## src/rtl/pair_combiner_pkg.sv

```systemverilog
// Shared constants for the pair_combiner join stage.
// Latency: n/a (package only).
// Backpressure: n/a (package only).
package pair_combiner_pkg;

  // Output buffer modes: "yes" is a 2-entry buffer for full rate, "no" a single entry.
  // Any other string behaves like "yes".
  localparam string BURST_YES = "yes";
  localparam string BURST_NO  = "no";

  // Buffer occupancy counter: holds 0..2.
  localparam int CNT_W = 2;

  // Width of the optional output-handshake counter.
  localparam int STAT_W = 32;

endpackage

```

## src/rtl/pair_combiner_obuf.sv

```systemverilog
// Registered 1- or 2-entry output buffer with valid/ready on both sides.
// Latency: a push is visible on pop_vld_o/pop_dat_o the cycle after the push edge.
// Backpressure: push_rdy_o depends only on the registered count, never on pop_rdy_i.
module pair_combiner_obuf
  import pair_combiner_pkg::*;
#(
  parameter int    WIDTH = 64,
  parameter string BURST = BURST_YES
) (
  input  logic             clk_i,
  input  logic             rst_ni,
  input  logic             push_vld_i,
  output logic             push_rdy_o,
  input  logic [WIDTH-1:0] push_dat_i,
  output logic             pop_vld_o,
  input  logic             pop_rdy_i,
  output logic [WIDTH-1:0] pop_dat_o
);

  // Only the exact string "no" selects the single-entry variant.
  localparam bit SINGLE = (BURST == BURST_NO);

  logic [CNT_W-1:0] cnt_q, cnt_d;
  logic [WIDTH-1:0] head_q, head_d;  // oldest entry, drives the output
  logic [WIDTH-1:0] tail_q, tail_d;  // second entry, used only in burst mode
  logic             push, pop;

  // Acceptance, occupancy update and entry shifting; head is always the oldest pair.
  always_comb begin
    cnt_d  = cnt_q;
    head_d = head_q;
    tail_d = tail_q;

    // Ready is a pure function of the registered count so the output ready
    // never reaches the upstream readies combinationally.
    if (SINGLE) begin
      push_rdy_o = (cnt_q == CNT_W'(0));
    end else begin
      push_rdy_o = (cnt_q < CNT_W'(2));
    end
    pop_vld_o = (cnt_q != CNT_W'(0));

    push = push_vld_i && push_rdy_o;
    pop  = pop_vld_o && pop_rdy_i;

    unique case ({push, pop})
      2'b10:   cnt_d = cnt_q + CNT_W'(1);
      2'b01:   cnt_d = cnt_q - CNT_W'(1);
      default: cnt_d = cnt_q;  // idle, or push and pop together
    endcase

    // With two entries held only a pop can happen: tail moves up to head.
    if (pop && (cnt_q == CNT_W'(2))) begin
      head_d = tail_q;
    end

    // A push lands in head when the buffer is (or is becoming) empty,
    // otherwise behind the current head.
    if (push) begin
      if ((cnt_q == CNT_W'(0)) || ((cnt_q == CNT_W'(1)) && pop)) begin
        head_d = push_dat_i;
      end else begin
        tail_d = push_dat_i;
      end
    end
  end

  assign pop_dat_o = head_q;

  // Buffer state registers with synchronous active-low clear.
  always_ff @(posedge clk_i) begin
    if (!rst_ni) begin
      cnt_q  <= '0;
      head_q <= '0;
      tail_q <= '0;
    end else begin
      cnt_q  <= cnt_d;
      head_q <= head_d;
      tail_q <= tail_d;
    end
  end

endmodule

```

## src/rtl/pair_combiner.sv

```systemverilog
// Joins two valid/ready lanes into one {lane1, lane0} stream; optional PAIR_COMBINER_STAT_EN adds oPairCount.
// Latency: both lanes accepted at edge E -> pair pushed at E+1 -> oValid_BM high after E+1.
// Backpressure: lane readies drop while its slot is full and cannot drain; no path from iReady_BM.
module pair_combiner
  import pair_combiner_pkg::*;
#(
  parameter int    WIDTH0 = 32,
  parameter int    WIDTH1 = 32,
  parameter string BURST  = BURST_YES
) (
  input  logic                     iCLK,
  input  logic                     iRST,
  input  logic                     iValid_AM0,
  output logic                     oReady_AM0,
  input  logic [WIDTH0-1:0]        iData_AM0,
  input  logic                     iValid_AM1,
  output logic                     oReady_AM1,
  input  logic [WIDTH1-1:0]        iData_AM1,
  output logic                     oValid_BM,
  input  logic                     iReady_BM,
  output logic [WIDTH1+WIDTH0-1:0] oData_BM
`ifdef PAIR_COMBINER_STAT_EN
  ,
  output logic [STAT_W-1:0]        oPairCount
`endif
);

  // One capture slot per lane so the lanes may arrive with arbitrary skew.
  logic              v0_q, v0_d;
  logic              v1_q, v1_d;
  logic [WIDTH0-1:0] d0_q, d0_d;
  logic [WIDTH1-1:0] d1_q, d1_d;

  logic buf_rdy;
  logic drain;
  logic acc0, acc1;

  // Slot control: a slot refills in the same cycle it drains, so streaming
  // lanes never lose a cycle while the buffer has room.
  always_comb begin
    drain      = v0_q && v1_q && buf_rdy;
    oReady_AM0 = iRST && (!v0_q || drain);
    oReady_AM1 = iRST && (!v1_q || drain);
    acc0       = iValid_AM0 && oReady_AM0;
    acc1       = iValid_AM1 && oReady_AM1;

    v0_d = acc0 || (v0_q && !drain);
    v1_d = acc1 || (v1_q && !drain);
    d0_d = acc0 ? iData_AM0 : d0_q;
    d1_d = acc1 ? iData_AM1 : d1_q;
  end

  // Slot registers; reset discards any half-formed pair.
  always_ff @(posedge iCLK) begin
    if (!iRST) begin
      v0_q <= 1'b0;
      v1_q <= 1'b0;
      d0_q <= '0;
      d1_q <= '0;
    end else begin
      v0_q <= v0_d;
      v1_q <= v1_d;
      d0_q <= d0_d;
      d1_q <= d1_d;
    end
  end

  pair_combiner_obuf #(
    .WIDTH (WIDTH1 + WIDTH0),
    .BURST (BURST)
  ) u_obuf (
    .clk_i      (iCLK),
    .rst_ni     (iRST),
    .push_vld_i (v0_q && v1_q),
    .push_rdy_o (buf_rdy),
    .push_dat_i ({d1_q, d0_q}),
    .pop_vld_o  (oValid_BM),
    .pop_rdy_i  (iReady_BM),
    .pop_dat_o  (oData_BM)
  );

`ifdef PAIR_COMBINER_STAT_EN
  logic [STAT_W-1:0] pair_cnt_q, pair_cnt_d;

  // Output handshake count; wraps naturally at 2^STAT_W.
  always_comb begin
    pair_cnt_d = pair_cnt_q + STAT_W'(oValid_BM && iReady_BM);
  end

  // Counter register, cleared by reset.
  always_ff @(posedge iCLK) begin
    if (!iRST) begin
      pair_cnt_q <= '0;
    end else begin
      pair_cnt_q <= pair_cnt_d;
    end
  end

  assign oPairCount = pair_cnt_q;
`endif

endmodule

```

## config.mk

```make
export PLATFORM = sky130hd
export DESIGN_NAME = pair_combiner
export DESIGN_NICKNAME = d
export VERILOG_FILES = /design/src/rtl/pair_combiner_pkg.sv /design/src/rtl/pair_combiner_obuf.sv /design/src/rtl/pair_combiner.sv
export SDC_FILE = /design/constraint.sdc
export NUM_CORES = 1
export LEC_CHECK = 0
export ABC_AREA = 1
export BUFFER_PORTS_ARGS = -buffer_cell sky130_fd_sc_hd__buf_4
export CELL_PAD_IN_SITES_DETAIL_PLACEMENT = 0
export CELL_PAD_IN_SITES_GLOBAL_PLACEMENT = 1
export CORE_MARGIN = 3
export CORE_UTILIZATION = 36
export CTS_CLUSTER_DIAMETER = 100
export DETAILED_ROUTE_END_ITERATION = 10
export GPL_ROUTABILITY_DRIVEN = 0
export GPL_TIMING_DRIVEN = 0
export HOLD_SLACK_MARGIN = 0.12
export PLACE_DENSITY = 0.87
export SLEW_MARGIN = 20
export SYNTH_ARGS = -nofsm -noshare
export SYNTH_HDL_FRONTEND = slang
export SYNTH_SLANG_ARGS = --single-unit
```

## constraint.sdc

```tcl
create_clock -name iCLK -period 1.5 [get_ports iCLK]
set_input_delay 0 -clock iCLK [delete_from_list [all_inputs] [get_ports iCLK]]
set_output_delay 0 -clock iCLK [all_outputs]
set_load 0.05 [all_outputs]
```

# ---- Word level (Yosys, flattened, before mapping)
# Cells that the tools add are included.
dict set report classes {
  n_eq_ne 4
  bitwise_logic 1
  mux 4
  reduce_logical 23
  magnitude_cmp 1
  addsub 2
}
# op n
set op_table {}
lappend op_table {{two-way mux 64 bit} 3}
lappend op_table {{logical AND 1 bit} 11}
lappend op_table {{logical OR 1 bit} 5}
lappend op_table {{equality test 2 x 1 -> 1 bit, second input constant} 2}
lappend op_table {{equality test 2 bit, second input constant} 2}
lappend op_table {{case mux 2 bit (2 select lines)} 1}
lappend op_table {{nonzero test 2 bit} 2}
lappend op_table {{logical NOT 1 bit} 3}
lappend op_table {{adder 2 x 1 -> 2 bit, second input constant} 1}
lappend op_table {{logical NOT 2 bit} 1}
lappend op_table {{< comparator 2 bit, second input constant} 1}
lappend op_table {{AND reduction 2 bit} 1}
lappend op_table {{subtractor 2 x 1 -> 2 bit, second input constant} 1}
lappend op_table {{inverter 1 bit} 1}
dict set report totals {
  inputBits 69
  ff_bits 196
}

# ---- Longest topological paths before layout
# Gate-level depths: netlist of the first run.
dict set report logic_depth {
  ltp_word 6
  mapped_depth 10
}

# ---- Modules after synthesis
# Synthesis of the first run repeated with hierarchy kept, for this count alone.
dict set report unflattened {
  cells_unflattened 1494
  area_unflattened_um2 9457.8
}
# mod instances cells_each area_each_um2 seq_area_each_um2
set modules_own_cells {}
lappend modules_own_cells {pair_combiner_obuf 1 1060 6462.4 2602.5}
lappend modules_own_cells {pair_combiner 1 434 2995.4 1321.3}

# ---- Least setup slack after synthesis of the first run
# No wires, ideal clock.
dict set report synth_path {
  path_type {register to register}
  start {register u_obuf.cnt_q[1]}
  end {register u_obuf.head_q[54] (netlist: u_obuf.pop_dat_o[54])}
  arrival_ns 1.725
  setup_time_ns 0.064
  path_buffers 1
  path_stages_with_launch 9
  setup_slack_ns -0.289
  path_cell_list {dfxtp_1 > inv_2 > ha_1 > inv_1 > clkbuf_1 > nand4_1 > nand2_1 > nor2_1 > nor2_1}
}
dict set report synth_between {
  elab_chain_cells 6
  elab_cells_between_ends 13
  cone_classes {1 x order compare; 2 x eq/ne; 3 x mux; 7 x reduce/logical}
}
# element line
set synth_rtl {}
lappend synth_rtl {{from (decl)} pair_combiner_obuf.sv:23} ;# logic [CNT_W-1:0] cnt_q, cnt_d;
lappend synth_rtl {{from (signal assigned)} pair_combiner_obuf.sv:77} ;# cnt_q <= cnt_d;
lappend synth_rtl {{nonzero test 2 bit (*)} pair_combiner_obuf.sv:41} ;# pop_vld_o = (cnt_q != CNT_W'(0));
lappend synth_rtl {{via oValid_BM} pair_combiner.sv:19} ;# output logic oValid_BM,
lappend synth_rtl {{logical AND 1 bit (*)} pair_combiner_obuf.sv:44} ;# pop = pop_vld_o && pop_rdy_i;
lappend synth_rtl {{logical AND 1 bit, on equally long branches} {pair_combiner_obuf.sv:53, pair_combiner_obuf.sv:60}}
lappend synth_rtl {{two-way mux 64 bit / logical OR 1 bit (equally long branches)} {pair_combiner_obuf.sv:53, pair_combiner_obuf.sv:60}}
lappend synth_rtl {{two-way mux 64 bit} pair_combiner_obuf.sv:60} ;# if ((cnt_q == CNT_W'(0)) || ((cnt_q == CNT_W'(1)) && pop)) begin
lappend synth_rtl {{two-way mux 64 bit (*)} pair_combiner_obuf.sv:59} ;# if (push) begin
lappend synth_rtl {{to (signal assigned)} pair_combiner_obuf.sv:74} ;# head_q <= '0;
lappend synth_rtl {{to (signal assigned)} pair_combiner_obuf.sv:78} ;# head_q <= head_d;
lappend synth_rtl {{to (decl)} pair_combiner_obuf.sv:24} ;# logic [WIDTH-1:0] head_q, head_d;
# The timed path passes the listed nets; every way through them passes the cells marked *.
# A chain may end at the register's enable or synchronous reset.

# ---- Worst setup path in the final report of the first run
dict set report layout_path {
  start {register u_obuf.cnt_q[1]}
  end {register u_obuf.head_q[5] (netlist: u_obuf.pop_dat_o[5])}
}
dict set report layout_between {
  elab_chain_cells 6
  elab_cells_between_ends 13
  cone_classes {1 x order compare; 2 x eq/ne; 3 x mux; 7 x reduce/logical}
}
# element line
set layout_rtl {}
lappend layout_rtl {{nonzero test 2 bit} pair_combiner_obuf.sv:41}
lappend layout_rtl {{logical AND 1 bit} pair_combiner_obuf.sv:44}
lappend layout_rtl {{logical AND 1 bit, on equally long branches} {pair_combiner_obuf.sv:53, pair_combiner_obuf.sv:60}}
lappend layout_rtl {{two-way mux 64 bit / logical OR 1 bit (equally long branches)} {pair_combiner_obuf.sv:53, pair_combiner_obuf.sv:60}}
lappend layout_rtl {{two-way mux 64 bit} pair_combiner_obuf.sv:60}
lappend layout_rtl {{two-way mux 64 bit (*)} pair_combiner_obuf.sv:59}
# Mark *: on every way between the ends. The rest lies on a longest branch, timed or not.

==> results.ini, run 1 <==
[setup_path]
rr_startpoint=u_obuf.cnt_q[1]$_SDFFE_PN0P_
crit_required_ps=1870
cp-start-kind=flop
reg2reg_depth=10
rrSetupSlack_ps=-40
cp_max_fo=8
timing.rr.end=u_obuf.pop_dat_o[5]$_SDFF_PN0_
worst-setup-path-type=flop to flop
endpoint_kind=flop
worstSetupStartpoint=u_obuf.cnt_q[1]$_SDFFE_PN0P_
cp.arrival_ps=1910

[power_and_ir_drop]
p_leak_uw=0.00640
p_per_area_nw_per_um2=1120
ir_drop_uv=635
p_total_uw=14600

[drt]
drc=0
drtIter0Drc=692
routed_wl_um=29400
wl_per_cell_um=14.6
first_pass_iters=5
viasPerCell=4.74
num_vias=9531
ant_nets=0

[timing]
finalCritPeriodShare=1.03
clock_skew_ps=11.5
fmax_mhz=649
rsz0062_at_grt=true
setup_viol=55
setup_ws_ps=-40.8
drv_slew=0
worst_slew_pin_slew_ps=592
maxSlewHeadroom=0.606
hold_viol_final=0
fin_crit_ps=1540

[layout]
layout_common_cells=nand2_1, nor2_1, dfxtp_1
area_growth_pct=40.6
antenna_cells=0
drive_above_1_share=0.201
mostFrequentLayoutCell=nand2_1
instances_no_fill=2011
nets=1747

[floorplan]
die_area_um2=27600
dieWidth_um=166
die_y_um=166
ios=136
start_util=0.373
coreArea_um2=24700
rows=57

[clocking]
htreeDepth=4
numCtsBuffers=17
clk_latency_ps=440
cts.path.max_buffers=2
clock-sinks=196
path_clk_slew_ps=80
cts-root-buf=clkbuf_16
cts_tree=done

[yosys]
ys_types=21
yosysWarnings=0
synth_seq_cells=196
synth_fp_nets=1505
ys_seq_area_frac=0.425
syn_inst=1432
syn_area_um2=9230
avgSynthCellArea_um2=6.45

[global_routing]
grt_max_degree=19
gr-total-overflow=0
grt_use_met1=0.268
grt_pass1_vias=9087
top_usage_layer=met2
antenna_found_initial=0
grtUsageMet3=0.0367
grt_pass1_wl_um=46200
met2_usage=0.342
grt.total_usage=0.204

[placement]
dp_hpwl_um=19600
port-buffer-count=133
dp.cells=1889
place_ws_ps=-385

[status]
violations=negative setup slack
status=complete, but fails checks

[worst_hold_path]
holdCritStartpoint=iReady_BM
min_path_cells=6
hp-class=primary input to flop
holdPathEnd=u_obuf.tail_q[0]$_SDFFE_PN0P_

[flow_run]
cap_violations=0

==> cell usage after synthesis <==
master | count | area share
buf_2 | 48 | 0.026
ha_1 | 4 | 0.0054
nand4_1 | 96 | 0.065
clkbuf_1 | 23 | 0.0094
inv_2 | 3 | 0.0012
a21oi_1 | 5 | 0.0027
nand3_4 | 1 | 0.0019
nand2_1 | 452 | 0.18
clkbuf_4 | 1 | 0.00081
dfxtp_1 | 196 | 0.43
o21ai_2 | 1 | 0.00095
buf_4 | 14 | 0.011
nand2_2 | 1 | 0.00068
nor2_1 | 258 | 0.10
a21oi_2 | 1 | 0.00095
inv_1 | 134 | 0.054
nor2_8 | 2 | 0.0043
xor2_1 | 1 | 0.00095
o21ai_0 | 2 | 0.0011
nand3_1 | 163 | 0.088
buf_1 | 26 | 0.011
==> metal layers <==
metal | vias to the layer above | share of wire
li1 | 4954 | -
met1 | 4324 | 0.45
met5 | - | 0
met2 | 204 | 0.49
met4 | 0 | 0.025
met3 | 49 | 0.039
==> per-stage QoR <==
step / instance area [um^2] / TNS (ps) / util / hold slack [ps]
2_1_floorplan: 9280 / 0 / - / 131
3_3_place_gp: 10700 / -32820 / 0.432 / 222
3_5_place_dp: 10700 / -36100 / 0.432 / 219
4_1_cts: 12300 / -274 / 0.498 / 139
5_1_grt: 13000 / -8240 / 0.525 / 182
6_report: 13000 / -789 / 0.525 / 164
==> cell type report <==
cell class	instances	area, um^2
plain buffers	112	927
inverters	137	539
multi-input cells	988	4580
flip-flops and latches	196	3930
clock inverters	14	145
well taps	324	405
clock buffers	18	439
fillers	2402	11800
repair buffers	222	2010
==> power by group <==
| part | total (uW) | switching, uW | leakage (uW) | internal (uW) |
|---|---|---|---|---|
| sequential | 5660 | 171 | 0.00160 | 5490 |
| clock | 4600 | 2210 | 0.000280 | 2390 |
| combinational | 4300 | 2510 | 0.00453 | 1800 |
==> critical path, cell delays in order (launching register included) <==
cell,delay [ps]
dfxtp_4,370
inv_6,90
ha_4,170
clkinv_8,100
nand2_8,130
inv_8,50
nor2_8,100
buf_12,170
clkbuf_16,160
nor2_4,30
nor2_1,100
==> worst max path at each step <==
stage,end,slack (ps),depth (start not counted)
finish,u_obuf.pop_dat_o[5]$_SDFF_PN0_,-40,10
CTS,u_obuf.pop_dat_o[11]$_SDFF_PN0_,-20,10
global route,u_obuf.pop_dat_o[37]$_SDFF_PN0_,-110,10
detailed placement,u_obuf.pop_dat_o[52]$_SDFF_PN0_,-390,9
floorplan,u_obuf.tail_q[3]$_SDFFE_PN0P_,30,10
global placement,u_obuf.pop_dat_o[61]$_SDFF_PN0_,-370,9
==> cell families (layout without fill, tap and decap cells) <==
logic type                 Yosys count  in the layout  synth area share
buffers and inverters              249            503             0.114
and+or+nand+nor                    973            974             0.449
xor gates and xnor gates             1              1          0.000949
DFF                                196            196             0.425
AOI/OAI and AO/OA                    9              9           0.00569
adders and majority gates            4              4           0.00542
==> registers in the layout (all words and copies together) (netlist names) <==
register,cells
u_obuf.pop_dat_o,64
u_obuf.tail_q,64
d0_q,32
d1_q,32
u_obuf.cnt_q,2
v0_q,1
v1_q,1
==> timing repair <==
item	in CTS	in global routing
endpoints found under the hold margin	67	0
gates cloned	2	7
gates resized for setup	83	122
hold buffers	67	0
buffers inserted	9	5
pin swaps	5	31
setup endpoints to repair	167	188
(Power assumes the default switching activity.)
==> run 2, diff against run 1 <==
--- a/config.mk
+++ b/config.mk
@@ -19,2 +19,3 @@
 export PLACE_DENSITY = 0.87
+export REMOVE_ABC_BUFFERS = 1
 export SLEW_MARGIN = 20
==> constraint.sdc (replaced) <==
create_clock -name iCLK -period 1.5 [get_ports iCLK]
set_input_delay 0.075 -clock iCLK [delete_from_list [all_inputs] [get_ports iCLK]]
set_output_delay 0.075 -clock iCLK [all_outputs]
set_load 0.05 [all_outputs]
==> results.ini, run 2 (synthesis results as in run 1) <==
[placement]
port-buffer-count=135  ; +1.5%
dp.cells=1794  ; -5.0%
dp_hpwl_um=14600  ; -25%

[setup_path]
cp.arrival_ps=1990  ; +80 ps
rr_startpoint=u_obuf.cnt_q[1]$_SDFFE_PN0P_
cp_max_fo=9  ; +1
timing.rr.end=u_obuf.pop_dat_o[59]$_SDFF_PN0_
cp-start-kind=flop
rrSetupSlack_ps=-150  ; -110 ps
reg2reg_depth=11  ; +1
crit_required_ps=1840  ; -30 ps
worst-setup-path-type=flop to flop
endpoint_kind=flop

[flow_run]
cap_violations=0  ; unchanged

[power_and_ir_drop]
p_clk_frac=0.287  ; -0.029
p_switching_uw=5640  ; +15%
p_per_area_nw_per_um2=1160  ; +3.5%
ir_drop_uv=691  ; +8.8%
p_total_uw=16100  ; +10%
p_seq_frac=0.353  ; -0.036
switching_share=0.351  ; +0.0158
comb_power_share=0.360  ; +0.064
p_leak_uw=0.00666  ; +3.9%
intPower_uw=10400  ; +7.6%

[timing]
rsz0062_at_grt=true
worst_slew_pin_slew_ps=940  ; +349 ps
fin_crit_ps=1650  ; +112 ps
hold_ws_ps=27.8  ; -136 ps
tns_ps=-12030  ; -11240 ps
finalCritPeriodShare=1.10  ; +0.0743
setup_ws_ps=-152  ; -112 ps
hold_viol_final=0  ; unchanged
drv_slew=0  ; unchanged
fmax_mhz=605  ; -6.7%
maxSlewHeadroom=0.373  ; -0.232
clock_skew_ps=11.1  ; -0.364 ps
setup_viol=133  ; +140%

[layout]
antenna_cells=0  ; unchanged
layout_common_cells=nand2_1, nor2_1, dfxtp_1
area_growth_pct=49.7
mostFrequentLayoutCell=nand2_1
drive_above_1_share=0.223  ; +0.0222
nets=1719  ; -1.6%
instances_no_fill=1982  ; -1.4%

[floorplan]
rows=57  ; unchanged
start_util=0.373  ; unchanged
die_area_um2=27600  ; unchanged
ios=136  ; unchanged
dieWidth_um=166  ; unchanged
coreArea_um2=24700  ; unchanged
die_y_um=166  ; unchanged

[global_routing]
grt.total_usage=0.231  ; +0.0273
grt_pass1_wl_um=50500  ; +9.2%
gr-total-overflow=0  ; unchanged
grt_max_degree=104  ; +85
grt_pass1_vias=8804  ; -3.1%
antenna_found_initial=0  ; unchanged

[worst_hold_path]
holdCritStartpoint=iRST
min_path_cells=3  ; -3
hp-class=primary input to flop
holdPathEnd=u_obuf.pop_dat_o[20]$_SDFF_PN0_

[status]
status=complete, but fails checks
violations=negative setup slack

[drt]
wl_per_cell_um=17.5  ; +19%
num_vias=9763  ; +2.4%
drc=0  ; unchanged
drtIter0Drc=740  ; +6.9%
first_pass_iters=6  ; +1
routed_wl_um=34600  ; +18%
ant_nets=0  ; unchanged
viasPerCell=4.93  ; +3.9%

[clocking]
cts-root-buf=clkbuf_16
clock-sinks=196  ; unchanged
clk_latency_ps=430  ; about the same
htreeDepth=4  ; unchanged
cts.path.max_buffers=2  ; unchanged
numCtsBuffers=17  ; unchanged
path_clk_slew_ps=80  ; about the same
cts_tree=done

run 2: cell count changes in the layout (fill, tap and decap cells not counted), sizes merged, moves of 3 or more:
cell      previous run  this run
buf                233       216
clkinv               5         1
clkbuf              52        30
nor2               260       264
bufbuf               0         4
clkinvlp             3         6
run 2: critical path, cell delays in order (launching register included):
cell and delay (ps):
dfxtp_4 380, inv_6 50, ha_4 190, inv_16 60
buf_8 140, nand3_4 90, buf_12 200, clkbuf_16 180
nand2_1 60, nand2_1 40, nor2_1 100, nor2_1 50
run 2: cell type report:
| type | instances | area (um^2) |
|---|---|---|
| Fill cell | 2348 | 10900 |
| Multi-Input combinational cell | 993 | 4810 |
| Sequential cell | 196 | 3940 |
| Timing Repair Buffer | 299 | 3510 |
| Inverter | 137 | 557 |
| Clock buffer | 19 | 453 |
| Tap cell | 324 | 405 |
| Clock inverter | 12 | 123 |
| Timing Repair inverter | 2 | 17.5 |
run 2: power groups by stage:
stage / combinational, uW / clock, uW / sequential [uW]
after floorplan: 1380 / 0 / 6050
after global placement: 2850 / 0 / 5760
after detailed placement: 3130 / 0 / 5780
after CTS: 5200 / 4670 / 5660
after global routing: 6070 / 4900 / 5700
final: 5780 / 4600 / 5670
run 2: worst max-delay path by stage:
stage,start,to,slack (ps)
5_1_grt,u_obuf.cnt_q[1]$_SDFFE_PN0P_,u_obuf.pop_dat_o[18]$_SDFF_PN0_,-220
3_5_place_dp,u_obuf.cnt_q[1]$_SDFFE_PN0P_,u_obuf.tail_q[42]$_SDFFE_PN0P_,-1590
2_1_floorplan,v0_q$_SDFF_PN0_,u_obuf.pop_dat_o[0]$_SDFF_PN0_,-3320
4_1_cts,u_obuf.cnt_q[1]$_SDFFE_PN0P_,u_obuf.pop_dat_o[37]$_SDFF_PN0_,-140
6_report,u_obuf.cnt_q[1]$_SDFFE_PN0P_,u_obuf.pop_dat_o[59]$_SDFF_PN0_,-150
3_3_place_gp,v0_q$_SDFF_PN0_,u_obuf.pop_dat_o[17]$_SDFF_PN0_,-6030
run 2: per-layer routing:
metal	routed length (um)	track usage	share of wire	vias up
met5	0	0	0	-
met4	739	0.0665	0.021	0
met3	2070	0.0369	0.060	45
met2	17000	0.399	0.49	300
met1	14800	0.300	0.43	4502
li1	-	-	-	4916
run 2: timing repair:
action,CTS,global route
resized for setup,66,94
pin swaps,18,42
buffers inserted,52,5
setup endpoints to repair,197,146
cloned,26,11
hold endpoints to repair,129,72
hold buffers,66,2
run 2: per-stage QoR:
step | setup slack [ps] | util | cell area (um^2)
2_1_floorplan | -3320 | - | 8690
3_3_place_gp | -6030 | 0.409 | 10100
3_5_place_dp | -1590 | 0.426 | 10500
4_1_cts | -140 | 0.532 | 13200
5_1_grt | -220 | 0.558 | 13800
6_report | -152 | 0.558 | 13800
==> run 3, diff against run 2 <==
CORE_ASPECT_RATIO = 0.6   (was not set)
==> results.ini, run 3 (synthesis results as in run 1) <==
[status]
status=complete, but fails checks
violations=negative setup slack

[global_routing]
antenna_found_initial=0  ; unchanged
grt_pass1_wl_um=51500  ; +2.1%
gr-total-overflow=0  ; unchanged
grt.total_usage=0.247  ; +0.0157
grt_pass1_vias=8806  ; +0.023%
grt_max_degree=119  ; +14%

[power_and_ir_drop]
p_seq_frac=0.364  ; +0.011
p_leak_uw=0.00669  ; +0.55%
p_clk_frac=0.297  ; +0.010
switching_share=0.353  ; +0.00138
intPower_uw=10100  ; -2.9%
p_switching_uw=5510  ; -2.4%
comb_power_share=0.339  ; -0.021
ir_drop_uv=757  ; +9.6%
p_per_area_nw_per_um2=1150  ; -1.4%

[placement]
place_ws_ps=-1640  ; -49.6 ps
dp_hpwl_um=15100  ; +3.2%
place_area_um2=10500  ; -0.33%
port-buffer-count=135  ; unchanged

[setup_path]
worst-setup-path-type=flop to flop
cp_max_fo=7  ; -2
rr_startpoint=u_obuf.cnt_q[1]$_SDFFE_PN0P_
cp.arrival_ps=2070  ; +80 ps
cp-start-kind=flop
reg2reg_depth=11  ; unchanged
crit_slowest_cell=dfxtp_4
crit_chain=inv_6 > ha_4 > inv_16 > buf_12 > nand2_8 > buf_12 > inv_16 > nor2_4 > clkbuf_16 > nor2_1 > nor2_1
rrSetupSlack_ps=-160  ; about the same
slowest_delay_ps=380  ; about the same
crit_required_ps=1910  ; +70 ps
endpoint_kind=flop
timing.rr.end=u_obuf.pop_dat_o[52]$_SDFF_PN0_

[timing]
setup_viol=133  ; unchanged
rsz0062_at_grt=true
setup_ws_ps=-161  ; -8.50 ps
fmax_mhz=602  ; -0.51%
drv_slew=0  ; unchanged
worst_slew_pin_slew_ps=912  ; -28.7 ps
hold_viol_final=0  ; unchanged
finalCritPeriodShare=1.11  ; +0.00567
hold_ws_ps=40.4  ; +12.6 ps
maxSlewHeadroom=0.392  ; +0.0191
fin_crit_ps=1660  ; +8.50 ps
clock_skew_ps=9.61  ; -1.50 ps

[floorplan]
dieWidth_um=213  ; +28%
coreArea_um2=24700  ; -0.34%
rows=44  ; -23%
start_util=0.374  ; +0.00127
die_area_um2=27700  ; +0.23%
die_y_um=130  ; -22%
ios=136  ; unchanged

[layout]
mostFrequentLayoutCell=nand2_1
regArea_um2=3930  ; -0.13%
layout_common_cells=nand2_1, nor2_1, dfxtp_1
drive_above_1_share=0.232  ; +0.00854
fin_util=0.553  ; -0.00581
multi_input_area_um2=4820  ; +0.13%
final_cell_area_um2=13600  ; -1.4%
antenna_cells=0  ; unchanged
nets=1713  ; -0.35%
fillers=2339  ; -0.38%
area_growth_pct=47.6

[clocking]
cts.path.max_buffers=2  ; unchanged
cts_tree=done
htreeDepth=4  ; unchanged
hold_buffers=66  ; unchanged
numCtsBuffers=17  ; unchanged
path_clk_slew_ps=70  ; about the same
cts-root-buf=clkbuf_16
clk_latency_ps=470  ; +40 ps
clock-sinks=196  ; unchanged

[drt]
num_vias=9788  ; +0.26%
drc=0  ; unchanged
viasPerCell=4.96  ; +0.61%
routed_wl_um=35300  ; +2.0%
ant_nets=0  ; unchanged
drtIter0Drc=842  ; +14%
first_pass_iters=5  ; -1
wl_per_cell_um=17.9  ; +2.4%

[worst_hold_path]
holdPathEnd=u_obuf.pop_dat_o[34]$_SDFF_PN0_
min_path_cells=3  ; unchanged
holdCritStartpoint=iRST
hp-class=primary input to flop

[flow_run]
cap_violations=0  ; unchanged

[run 3: cell type report]
class,instances,share of cell area
multi-input cells,995,0.353
repair buffers,289,0.241
repair inverters,4,0.00413
inverters,137,0.0407
clock inverters,10,0.00707
clock buffers,22,0.0355
well taps,322,0.0296
flip-flops and latches,196,0.289
[run 3: power groups by stage]
stage	Sequential, uW	Combinational [uW]	Clock, uW
6_report	5680	5290	4640
5_1_grt	5710	5570	4920
4_1_cts	5660	4970	4740
3_5_place_dp	5780	3060	0
3_3_place_gp	5760	2840	0
2_1_floorplan	6050	1380	0
[run 3: how the worst max path moves through the flow]
stage	cells after the start	end	slack [ps]	start
floorplan	5	u_obuf.pop_dat_o[0]$_SDFF_PN0_	-3320	v0_q$_SDFF_PN0_
global placement	5	u_obuf.pop_dat_o[54]$_SDFF_PN0_	-5940	v0_q$_SDFF_PN0_
detailed placement	7	u_obuf.pop_dat_o[18]$_SDFF_PN0_	-1640	iReady_BM
CTS	12	u_obuf.pop_dat_o[29]$_SDFF_PN0_	-150	u_obuf.cnt_q[1]$_SDFFE_PN0P_
global route	11	u_obuf.pop_dat_o[52]$_SDFF_PN0_	-200	u_obuf.cnt_q[0]$_SDFFE_PN0P_
finish	11	u_obuf.pop_dat_o[52]$_SDFF_PN0_	-160	u_obuf.cnt_q[1]$_SDFFE_PN0P_
[run 3: metal layers]
| layer | track usage | part of all wire | vias to the layer above |
|---|---|---|---|
| li1 | - | - | 4899 |
| met4 | 0.0610 | 0.016 | 0 |
| met2 | 0.379 | 0.42 | 382 |
| met1 | 0.362 | 0.47 | 4467 |
| met5 | 0 | 0 | - |
| met3 | 0.0425 | 0.089 | 40 |
[run 3: what timing repair did]
| action | in CTS | in global routing |
|---|---|---|
| gates resized for setup | 74 | 130 |
| pin swaps | 30 | 53 |
| endpoints found under the hold margin | 130 | 21 |
| gates cloned | 23 | 7 |
| endpoints found under the setup margin | 198 | 154 |
| buffers inserted | 51 | 7 |
[run 3: worst max-delay path: cells and delay by family (launching register included)]
family | cells | cell delay [ps]
DFF | 1 | 380
and+or+nand+nor | 4 | 400
adders and majority gates | 1 | 190
buffers and inverters | 6 | 620
[run 3: per-stage QoR]
step | instances | TNS (ps) | power (uW)
final | 1975 | -13520 | 15600
after global routing | 1975 | -21280 | 16200
after CTS | 1962 | -8710 | 15400
after detailed placement | 1790 | -205660 | 8840
after global placement | 1777 | -925510 | 8610
after floorplan | 1320 | -465720 | 7430
